==> config.mk <==
export PLATFORM = sky130hd
export DESIGN_NAME = uart_tx_fifo
export DESIGN_NICKNAME = d
export VERILOG_FILES = /design/src/rtl/uart_tx_fifo.sv
export SDC_FILE = /design/constraint.sdc
export NUM_CORES = 1
export LEC_CHECK = 0
export CELL_PAD_IN_SITES_DETAIL_PLACEMENT = 1
export CELL_PAD_IN_SITES_GLOBAL_PLACEMENT = 2
export CORE_AREA = 2 2 52 54
export DETAILED_ROUTE_END_ITERATION = 8
export DIE_AREA = 0 0 54 56
export PLACE_DENSITY_LB_ADDON = 0.1
export SYNTH_ARGS = -nofsm -noshare
export SYNTH_HDL_FRONTEND = slang
export SYNTH_SLANG_ARGS = --single-unit
==> constraint.sdc <==
create_clock -name CLK -period 3.2 [get_ports CLK]
set_input_delay 0.64 -clock CLK [delete_from_list [all_inputs] [get_ports CLK]]
set_output_delay 0.64 -clock CLK [all_outputs]
set_load 0.02 [all_outputs]
==> src/rtl/uart_tx_fifo.sv <==
// UART transmitter draining a FWFT FIFO, one serial bit per baud clock.
// Build with UART_TX_PARITY_EN defined to add the optional parity bit.
module uart_tx_fifo #(
  parameter int DATA_WIDTH = 8
) (
  input  logic                  CLK,
  input  logic                  RST,
  input  logic                  FIFO_EMPTY,
  input  logic [DATA_WIDTH-1:0] FIFO_RD_DATA,
  output logic                  FIFO_RD_INC,
  input  logic                  PAR_EN,
  input  logic                  PAR_TYP,
  output logic                  TX_OUT,
  output logic                  BUSY
);

  localparam int CW = (DATA_WIDTH > 1) ? $clog2(DATA_WIDTH) : 1;
  localparam logic [CW-1:0] LAST = CW'(DATA_WIDTH - 1);

`ifdef UART_TX_PARITY_EN
  typedef enum logic [2:0] {
    IDLE, START, DATA, PARITY, STOP
  } state_t;
`else
  typedef enum logic [2:0] {
    IDLE, START, DATA, STOP
  } state_t;
`endif

  state_t                state;
  logic [DATA_WIDTH-1:0] shift;
  logic [CW-1:0]         cnt;
  logic                  pop;

`ifdef UART_TX_PARITY_EN
  logic par;
  logic par_en_q;
`else
  logic unused_cfg;
  assign unused_cfg = PAR_EN ^ PAR_TYP;
`endif

  // Pop is combinational so the head word is latched on the same edge.
  assign pop = !RST && !FIFO_EMPTY &&
               (state == IDLE || state == STOP);
  assign FIFO_RD_INC = pop;

  always_ff @(posedge CLK or posedge RST) begin
    if (RST) begin
      state  <= IDLE;
      shift  <= '0;
      cnt    <= '0;
      TX_OUT <= 1'b1;
      BUSY   <= 1'b0;
`ifdef UART_TX_PARITY_EN
      par      <= 1'b0;
      par_en_q <= 1'b0;
`endif
    end else begin
      unique case (state)
        IDLE, STOP: begin
          if (pop) begin
            state  <= START;
            shift  <= FIFO_RD_DATA;
            TX_OUT <= 1'b0;
            BUSY   <= 1'b1;
`ifdef UART_TX_PARITY_EN
            par      <= (^FIFO_RD_DATA) ^ PAR_TYP;
            par_en_q <= PAR_EN;
`endif
          end else begin
            state  <= IDLE;
            TX_OUT <= 1'b1;
            BUSY   <= 1'b0;
          end
        end
        START: begin
          state  <= DATA;
          cnt    <= '0;
          TX_OUT <= shift[0];
          BUSY   <= 1'b1;
        end
        DATA: begin
          if (cnt == LAST) begin
`ifdef UART_TX_PARITY_EN
            if (par_en_q) begin
              state  <= PARITY;
              TX_OUT <= par;
            end else begin
              state  <= STOP;
              TX_OUT <= 1'b1;
            end
`else
            state  <= STOP;
            TX_OUT <= 1'b1;
`endif
          end else begin
            shift  <= shift >> 1;
            cnt    <= cnt + 1'b1;
            TX_OUT <= shift[1];
          end
        end
`ifdef UART_TX_PARITY_EN
        PARITY: begin
          state  <= STOP;
          TX_OUT <= 1'b1;
        end
`endif
        default: begin
          state  <= IDLE;
          TX_OUT <= 1'b1;
          BUSY   <= 1'b0;
        end
      endcase
    end
  end

endmodule

=== Yosys cells after proc, flatten, opt, wreduce, memory -nomap -nowiden ===
Cells that the tools add are included.

* Bits in registers: 16
* Input port bits: 13
* Output and inout port bits: 3
* Logic and storage cells: 37

* Add/sub/neg operators: 1
* Eq/ne operators: 7
* Mux-type cells: 13
* Reductions and logical operators: 11

{| class="wikitable"
|+ Operators with widths
! cell !! count
|-
| 8-bit two-way mux || 2
|-
| 8-bit one-hot mux with 2 select lines || 1
|-
| 3-bit one-hot mux with 3 select lines || 1
|-
| 3-bit by 2-bit equality test with 1-bit output (second input constant) || 2
|-
| 3-bit two-way mux || 2
|-
| 2-bit inequality test (second input constant) || 3
|-
| 1-bit one-hot mux with 3 select lines || 2
|-
| 3-bit one-hot mux with 2 select lines || 1
|-
| 1-bit two-way mux || 4
|-
| 2-bit nonzero test || 2
|-
| 3-bit by 1-bit adder with 3-bit output (second input constant) || 1
|-
| 3-bit by 1-bit equality test with 1-bit output (second input constant) || 1
|-
| 3-bit equality test (second input constant) || 1
|-
| 3-bit zero test || 1
|-
| 3-bit AND reduction || 1
|-
| 1-bit logical AND || 2
|-
| 1-bit zero test || 2
|-
| 2-bit AND reduction || 1
|-
| 2-bit OR reduction || 1
|-
| 1-bit logical OR || 1
|}

=== Logic depth before layout (Yosys ltp) ===
* Depth in word-level cells: 5
* Gate-level depth with buffers: 6
* Depth with buffers taken out: 5

=== Worst setup path before layout ===
Ideal clock, no wire load.

* Kind: reg-to-output
* Start: register state[1]
* End: output FIFO_RD_INC
* Arrival: 1368 ps
* Data required time: 2560 ps
* Setup slack: 1192 ps
* Stages on the path, launching flop included: 3
* Buffers on the path: 0
* Path through: dfrtp_1 -> ha_1 -> nor3b_1

* Cells in the longest elaborated chain, start to end: 3
* Elaborated cells between the ends (all ways): 4
* Classes of those cells: 1 x eq/ne; 3 x reduce/logical

{| class="wikitable"
|+ Ends and longest elaborated chain
! element !! line !! RTL
|-
| start, declared || 30 || <nowiki>state_t state;</nowiki>
|-
| start signal, assigned || 50 || <nowiki>state <= IDLE;</nowiki>
|-
| start signal, assigned || 63 || <nowiki>state <= START;</nowiki>
|-
| start signal, assigned || 72 || <nowiki>state <= IDLE;</nowiki>
|-
| 3-bit by 2-bit equality test with 1-bit output / 3-bit zero test (equally long branches) || 45 || <nowiki>(state == IDLE || state == STOP);</nowiki>
|-
| 1-bit logical OR (*) || 45 ||
|-
| 1-bit logical AND (*) || 44 || <nowiki>assign pop = !RST && !FIFO_EMPTY &&</nowiki>
|-
| end, declared || 10 || <nowiki>output logic FIFO_RD_INC,</nowiki>
|}

Every way passes the cells marked *; elsewhere a longest branch is shown, timed or not.

=== Final worst setup path ===
* Start: register state[0]
* End: output FIFO_RD_INC

The elaborated chain is that of the path after synthesis.

==> key figures <==
Run status
  • Status: finished clean

Die
  • # rows: 18
  • Die height: 56 µm
  • # IOs: 16
  • Die Area: 0.003024 mm²
  • Starting Density: 33.44%
  • Core Region: 0.002432 mm²
  • Die X: 54 µm

Hold path
  • Worst min-delay path category: reg2reg

Synthesis
  • Yosys warning total: 0
  • Compound-Gate Fraction of Synth Area: 10.15%
  • Syn Nets: 83
  • Cell Area, Synth: 813.3 µm²
  • Synth unique cells: 24
  • Post-Synth Adder-Cell Area: 6.154%
  • Post-synthesis cell count: 66
  • Mux cell area share after synthesis: 24.00%
  • Flops & latches, synth: 15
  • Synth Area in XOR/XNOR: 1.077%
  • Ys flop type: dfrtp_1
  • Post-synth EDFFs: 0
  • Sequential share of the synthesized area: 46.31%
  • Asr flop ratio synth: 100.0%
  • Simple logic cell fraction of the synthesized area: 6.615%
  • Syn avg cell area: 12.32 µm²
  • Largest family of logic cells by synthesized area: multiplexers

Power
  • Cell area power density: 1054 mW/mm²
  • Logic pwr share: 56.0%
  • Power share of the sequential group: 33.3%
  • Sw frac: 35.38%
  • Net load switching power: 368.0 µW
  • Pint: 672.2 µW
  • Clock power frac: 10.7%
  • VDD IR-drop max: 0.4460 mV
  • Leak Pwr: 0.4376 nW

Global route
  • Vias in the first global route: 592
  • Overflow after GRT: 0
  • Tot GR Track Use: 12.09%
  • Largest net degree at the start of global routing: 16
  • First-pass GRT wire length: 2718 µm
  • Initial antenna violation count: 0

Clock tree
  • Setup Buffers After CTS: 0
  • Clock Sink Count: 15
  • Root Driver: clkbuf_4
  • CTS tree: built
  • Htree depth: 1
  • Maximum clock insertion buffer count: 2
  • # hold bufs at CTS: 0
  • CTS resizes: 0
  • Worst-Skew Late Latency: 0.28 ns
  • Num CTS Buffers: 3
  • Clk slew on worst S/H paths: 0.10 ns

Worst setup path
  • Critical path class: reg2out
  • Arrival @ worst endpoint: 2.08 ns
  • CP max stage delay: 0.67 ns
  • CP Max Fanout: 5
  • CP max stage cell: clkdlybuf4s50_1
  • Worst EP required: 2.56 ns
  • CP Capture Type: output pin
  • Startpoint types: flip-flop
  • Worst-path cell chain: inv_1 > ha_1 > nor3b_1 > clkdlybuf4s50_1

STA
  • Fin crit period: 2.719 ns
  • Final hold slack: 0.4962 ns
  • Worst-margin pin slew: 0.5762 ns
  • Fin crit share: 84.96%
  • Rel. slew slack: 61.55%
  • Final Hold Viols: 0
  • Final Max Slew Viols: 0
  • Final setup viols: 0
  • Clock skew: 0.004789 ns
  • Setup_tns: 0 ns
  • F_max: 0.3678 GHz
  • RSZ-0062 raised after global routing: false

Flow run
  • Max Cap Viol: 0

Place
  • Placer Congestion: 0.6634
  • Placed cell area: 960.9 µm²
  • Port buffer count: 13
  • Post-DP HPWL: 1083 µm
  • Cells after DPL: 107

Final layout
  • Post-Layout Inst Area: 987.2 µm²
  • # fillers: 277
  • Multi-input logic area: 390.4 µm²
  • Fin util: 40.59%
  • Total area of sequential cells: 376.6 µm²
  • Antenna fix cells: 0
  • Syn-to-layout area delta: 21.38%
  • Ratio of cells with drive above 1 in the final layout: 20.99%
  • Nets@finish: 99
  • Post-Layout Cell Count: 111

Route
  • Via count: 540
  • First-pass iteration count of the detailed router: 2
  • WL/cell: 13.32 µm
  • DR iter-0 viols: 5
  • Final WL: 1478 µm
  • DRC: 0
  • Via density per instance: 4.865
  • Final antenna-violating net count: 0
==> cells by family (layout without fill, tap and decap cells) <==
logic type | Yosys count | after routing
XOR/XNOR | 1 | 1
AND/OR/NAND/NOR | 11 | 11
adder cells (fa/ha/maj) | 4 | 4
multiplexers | 15 | 15
buffers and inverters | 8 | 23
AO/OA/AOI/OAI | 12 | 12
flip-flops | 15 | 15
==> layout make-up <==
class                      instances  area share [%]
sequential                        15           38.15
tap                               30           3.802
multi-input combinational         43           39.54
clock buffer                       4           2.662
inverter                           5           1.901
timing repair buffer              14           13.94
==> cells in the final DEF (no fill, tap or decap), types with 3 or more instances in the layout <==
cell,count
ha_1,4
clkdlybuf4s50_1,13
dfrtp_1,14
nor2_1,3
nand2_1,4
mux2_2,3
mux2_1,5
inv_1,5
mux2_4,7
clkbuf_4,3
o21ai_0,5
==> final timing paths <==
check	startpoint	end	slack, ns	cells past startpoint
max reg2reg	state[0]	shift[1]	1.25	5
min reg2reg	BUSY	BUSY	0.50	2
min	BUSY	BUSY	0.50	2
max	state[0]	FIFO_RD_INC	0.48	4
max in group asynchronous	RST	shift[1]	2.04	2
min in group asynchronous	RST	BUSY	0.78	2
==> through the flow <==
step,total power [mW],setup slack (ns)
after floorplan,0.8426,1.192
after global placement,0.9272,0.4695
after detailed placement,0.9393,0.4730
after CTS,1.055,0.4483
after global routing,1.133,0.3246
final,1.040,0.4812
==> per-layer routing <==
layer,routed length [µm],track usage [%],up-vias
met5,0,0,-
met3,57,2.419,2
li1,-,-,264
met4,10,5.357,0
met1,761,18.62,265
met2,649,15.85,9
==> critical path, delay by kind of cell, from the launching register on <==
| kind | cells | cell delay (ns) |
|---|---|---|
| fa+ha+maj | 1 | 0.37 |
| buf+inv | 2 | 0.73 |
| flops | 1 | 0.37 |
| simple gates | 1 | 0.32 |
==> synth_stat cells (2+ instances only) <==
library cell / instances / area share (%)
mux2_4: 7 / 13
nor2_1: 3 / 1.4
inv_1: 5 / 2.3
nand2_1: 4 / 1.8
buf_6: 2 / 2.8
mux2_2: 3 / 4.2
ha_1: 4 / 6.2
dfrtp_1: 14 / 43
o21ai_0: 5 / 3.1
mux2_1: 5 / 6.9
==> power groups by stage <==
stage | clock network [mW] | registers [mW] | logic (mW)
after floorplan | 0 | 0.350 | 0.493
after global placement | 0 | 0.347 | 0.580
after detailed placement | 0 | 0.351 | 0.588
after CTS | 0.114 | 0.348 | 0.593
after global routing | 0.122 | 0.359 | 0.652
final | 0.111 | 0.346 | 0.583
==> registers in the layout, indices dropped and copies added, names as in the netlist <==
register and count:
TX_OUT 1, BUSY 1, cnt 3, shift 8, state 2
No activity file was read; power rests on OpenSTA's default activity.
==> RTL change 1, RTL diff (same settings) <==
The option `UART_TX_PARITY_EN` is turned on by a define.
--- a/src/rtl/uart_tx_fifo.sv
+++ b/src/rtl/uart_tx_fifo.sv
@@ -1,5 +1,7 @@
 // UART transmitter draining a FWFT FIFO, one serial bit per baud clock.
 // Build with UART_TX_PARITY_EN defined to add the optional parity bit.
+`define UART_TX_PARITY_EN
+
 module uart_tx_fifo #(
   parameter int DATA_WIDTH = 8
 ) (
Check against the original RTL: same outputs for any inputs over 10 cycles, from zero or initial values and one cycle with RST high; that may be too few to reach the edited logic, so the function may still have changed.
==> RTL change 1 against the unedited design <==
Setup slack improved by 0.0076 ns; sequential cell count increased by 3; synthesized area increased by 22%; via count increased by 32%; final cell count increased by 25%; first-iteration DRC count decreased by 20%; wire length increased by 38%; total power decreased by 1.2%; hold slack improved by 0.022 ns; design area increased by 20%; largest power group unchanged.
==> RTL change 1: results (changes against the unedited design) <==
Layout
  • Regs by FF count: shift x8, cnt x3, state x3 (was shift x8, cnt x3, state x2)
  • Layout cells sized above 1: 11.0% (was 21.0%)
  • Footprint of the multi-input gates: 484 µm² (was 390 µm²)
  • # fillers: 283 (was 277)

Yosys
  • Synth top area cells: dfrtp_1 43%, mux2i_1 8.1%, nor2_1 4.9% (was dfrtp_1 43%, mux2_4 13%, mux2_1 6.9%)
  • Synth cell types: 28 (was 24)
  • Register area share after synthesis: 45.7% (was 46.3%)
  • Post-Synthesis Net Count: 109 (was 83)
  • Cells after Synth: 94 (was 66)
  • Post-synth top cells: 17 x dfrtp_1, 13 x nor2_1, 9 x a21oi_1, 8 x mux2i_1 (was 14 x dfrtp_1, 7 x mux2_4, 5 x inv_1, 5 x mux2_1, 5 x o21ai_0)

Placed design
  • Final GP Congestion: 0.687 (was 0.663)
  • Port Buffer Count: 15 (was 13)

Routing
  • Detailed-route via count: 715 (was 540)
  • Initial DRC count: 4 (was 5)
  • TritonRoute pass-1 iters: 3 (was 2)

Worst setup path
  • Reg2Reg Setup Slack: 1.19 ns (was 1.25 ns)
  • FF-to-FF Start: cnt[0] (was state[0])
  • R2R depth: 6 (was 5)
  • FF-to-FF End: shift[3] (was shift[1])
  • Crit path largest cell delay: 0.63 ns (was 0.67 ns)

Outcome
  • Status: finished, final reports clean (unchanged)

Power
  • Switching Share: 37.6% (was 35.4%)
  • LEAKAGE: 0.508 nW (was 0.438 nW)

GRT
  • First-pass GRT wire length: 3.53 mm (was 2.72 mm)
  • Vias in the first global route: 765 (was 592)
  • Overall Global Routing Usage: 15.8% (was 12.1%)

Clock network
  • Worst-Skew Late Latency: 0.30 ns (was 0.28 ns)

STA
  • Worst hold slack: 0.519 ns (was 0.496 ns)
  • Clock Skews: 0.00231 ns (was 0.00479 ns)
RTL change 1: metal layers:
layer	up-vias	GRT usage [%]	wire length, µm
met2	10	24.7	987
met1	347	20.9	953
li1	354	-	-
met4	0	7.50	37
met5	-	0	0
met3	4	2.42	65
RTL change 1: power groups by stage:
stage	Sequential, mW	Combinational, mW	Clock [mW]
after detailed placement	0.430	0.470	0
after global placement	0.422	0.451	0
after floorplan	0.396	0.389	0
after CTS	0.425	0.472	0.152
after global routing	0.438	0.523	0.158
final	0.425	0.461	0.142
RTL change 1: final cells by class:
cell class | count | area share [%]
clock buffers | 4 | 3.07
inverters | 4 | 1.27
multi-input cells | 67 | 41.0
flip-flops and latches | 18 | 38.2
well taps | 30 | 3.17
repair buffers | 16 | 13.3
RTL change 1: cells by family after synthesis:
logic type	after synthesis	synth area share (%)
compound gates	23	16.0
xor+xnor	7	7.59
fa+ha+maj	2	2.53
buf+inv	9	5.32
flops	18	45.7
mux	10	10.4
simple gates	25	12.5
RTL change 1: how the worst max path moves through the flow:
stage | startpoint | endpoint | slack (ns) | cells after the start
2_1_floorplan | cnt[0] | shift[2] | 1.45 | 7
3_3_place_gp | RST | FIFO_RD_INC | 0.51 | 5
3_5_place_dp | RST | FIFO_RD_INC | 0.48 | 5
4_1_cts | RST | FIFO_RD_INC | 0.48 | 5
5_1_grt | RST | FIFO_RD_INC | 0.39 | 5
6_report | RST | FIFO_RD_INC | 0.49 | 5
RTL change 1: worst max-delay path: cells and delay by family:
| family | cells | cell delay [ns] |
|---|---|---|
| buf+inv | 3 | 1.21 |
| simple gates | 2 | 0.21 |
==> RTL change 2, RTL diff (same settings) <==
Without the edit above. Re-encode `state_t` (4 states) as one-hot, 4 bits wide.
--- a/src/rtl/uart_tx_fifo.sv
+++ b/src/rtl/uart_tx_fifo.sv
@@ -22,8 +22,8 @@
     IDLE, START, DATA, PARITY, STOP
   } state_t;
 `else
-  typedef enum logic [2:0] {
-    IDLE, START, DATA, STOP
+  typedef enum logic [3:0] {
+    IDLE = 4'b0001, START = 4'b0010, DATA = 4'b0100, STOP = 4'b1000
   } state_t;
 `endif
 
Function: same outputs for any inputs over 10 cycles, from zero or initial values and one cycle with RST high; not proved beyond that.
==> RTL change 2 against the unedited design <==
Wire length is 24% higher; design area is 5.3% higher; sequential cell count is 2 higher; synthesized area is 4.9% higher; setup slack worse by 0.41 ns; critical endpoint unchanged; hold slack worse by 0.0022 ns.
Power is not compared: it rests on default switching activity, and its combinational part moved more than twofold at a synthesized area within 25%.
==> RTL change 2: results (changes against the unedited design) <==
Routing
  • Initial DRC count: 6 (was 5)
  • Average vias per placed instance: 5.35 (was 4.86)
  • TritonRoute pass-1 iters: 3 (was 2)
  • Final wirelength: 1.84 mm (was 1.48 mm)
  • Routed length per placed instance: 15.3 µm (was 13.3 µm)

Placed design
  • Inst Count DP: 116 (was 107)
  • Final GP Congestion: 0.752 (was 0.663)
  • Place WS: 0.0718 ns (was 0.473 ns)
  • Hpwl dp: 1.31 mm (was 1.08 mm)

Power
  • Worst IR Drop VDD: 0.321 mV
  • LEAKAGE: 0.441 nW

Worst setup path
  • Critical path launch point: FIFO_EMPTY (was state[0])
  • CP Max Fanout: 2 (was 5)
  • FF-to-FF Start: cnt[0] (was state[0])
  • Reg2Reg Setup Slack: 1.13 ns (was 1.25 ns)
  • FF-to-FF End: shift[4] (was shift[1])
  • R2R depth: 5 (unchanged)
  • Crit path largest cell delay: 0.60 ns (was 0.67 ns)
  • CP arrival: 2.49 ns (was 2.08 ns)

Clock network
  • Worst-Skew Late Latency: 0.30 ns (was 0.28 ns)
  • Reg clk slew, reported paths: 0.10 ns (about the same)
  • CTS root buf: clkbuf_4 (unchanged)

STA
  • Slew headroom: 54.6% (was 61.5%)
  • Peak Freq: 0.320 GHz (was 0.368 GHz)
  • Clock Skews: 0.0108 ns (was 0.00479 ns)

Layout
  • Regs by FF count: shift x8, state x4, cnt x3 (was shift x8, cnt x3, state x2)
  • Post-layout util: 42.7% (was 40.6%)
  • ANT cells: 0 (unchanged)
  • Layout Nets: 106 (was 99)
  • # fillers: 268 (was 277)
  • Layout cells sized above 1: 14.4% (was 21.0%)

GRT
  • Initial antenna violation count: 0 (unchanged)
  • Pin count of the biggest net entering global routing: 18 (was 16)
  • Overall Global Routing Usage: 14.8% (was 12.1%)
  • Vias in the first global route: 673 (was 592)
  • First-pass GRT wire length: 3.24 mm (was 2.72 mm)

Yosys
  • Avg Cell Area, Syn: 11.4 µm² (was 12.3 µm²)
  • Post-synth top cells: 15 x dfrtp_1, 7 x o221a_1, 6 x or3_1, 4 x a22o_1, 4 x inv_1 (was 14 x dfrtp_1, 7 x mux2_4, 5 x inv_1, 5 x mux2_1, 5 x o21ai_0)
  • Ys Warns: 0 (unchanged)
  • Post-Synthesis Net Count: 90 (was 83)
  • Synth cell types: 32 (was 24)
  • Register area share after synthesis: 50.1% (was 46.3%)
  • Synth top area cells: dfrtp_1 44%, o221a_1 9.2%, dfstp_2 6.2% (was dfrtp_1 43%, mux2_4 13%, mux2_1 6.9%)

Outcome
  • Status: finished, final reports clean (unchanged)
[RTL change 2: area by class of cell]
class,count,share of cell area [%]
flip-flops and latches,17,41.2
multi-input cells,49,36.2
repair buffers,16,14.7
well taps,30,3.61
clock buffers,3,2.17
inverters,4,1.44
clock inverters,1,0.722
[RTL change 2: worst min-delay path by stage]
stage / end / startpoint / cells past startpoint / slack (ns)
after floorplan: cnt[0] / cnt[0] / 1 / 0.45
after global placement: cnt[0] / cnt[0] / 1 / 0.48
after detailed placement: cnt[0] / cnt[0] / 1 / 0.49
after CTS: cnt[0] / cnt[0] / 1 / 0.51
after global routing: cnt[0] / cnt[0] / 1 / 0.53
final: cnt[0] / cnt[0] / 1 / 0.49
[RTL change 2: layer usage]
metal  global-route usage, %  vias up  routed length, µm
li1                        -      312                  -
met2                    22.0        7                837
met3                    2.42        2                 47
met1                    20.8      321                940
met5                       0        -                  0
met4                    6.43        0                 12
[RTL change 2: power breakdown]
part           switching (mW)  internal, mW
clock network          0.0735        0.0475
logic                  0.0491        0.0571
registers              0.0225         0.253
total                   0.145         0.358
[RTL change 2: cells by family after synthesis]
family,Yosys count,synth area share (%)
xor+xnor,2,2.05
mux,1,1.17
simple gates,23,16.6
compound gates,21,21.4
flops,17,50.1
buf+inv,9,5.72
fa+ha+maj,2,2.93
[RTL change 2: worst reg2reg max path: cells and delay by family (launching register included)]
| family | cells | cell delay, ns |
|---|---|---|
| compound gates | 2 | 0.65 |
| simple gates | 1 | 0.51 |
| fa+ha+maj | 2 | 0.47 |
| flops | 1 | 0.41 |
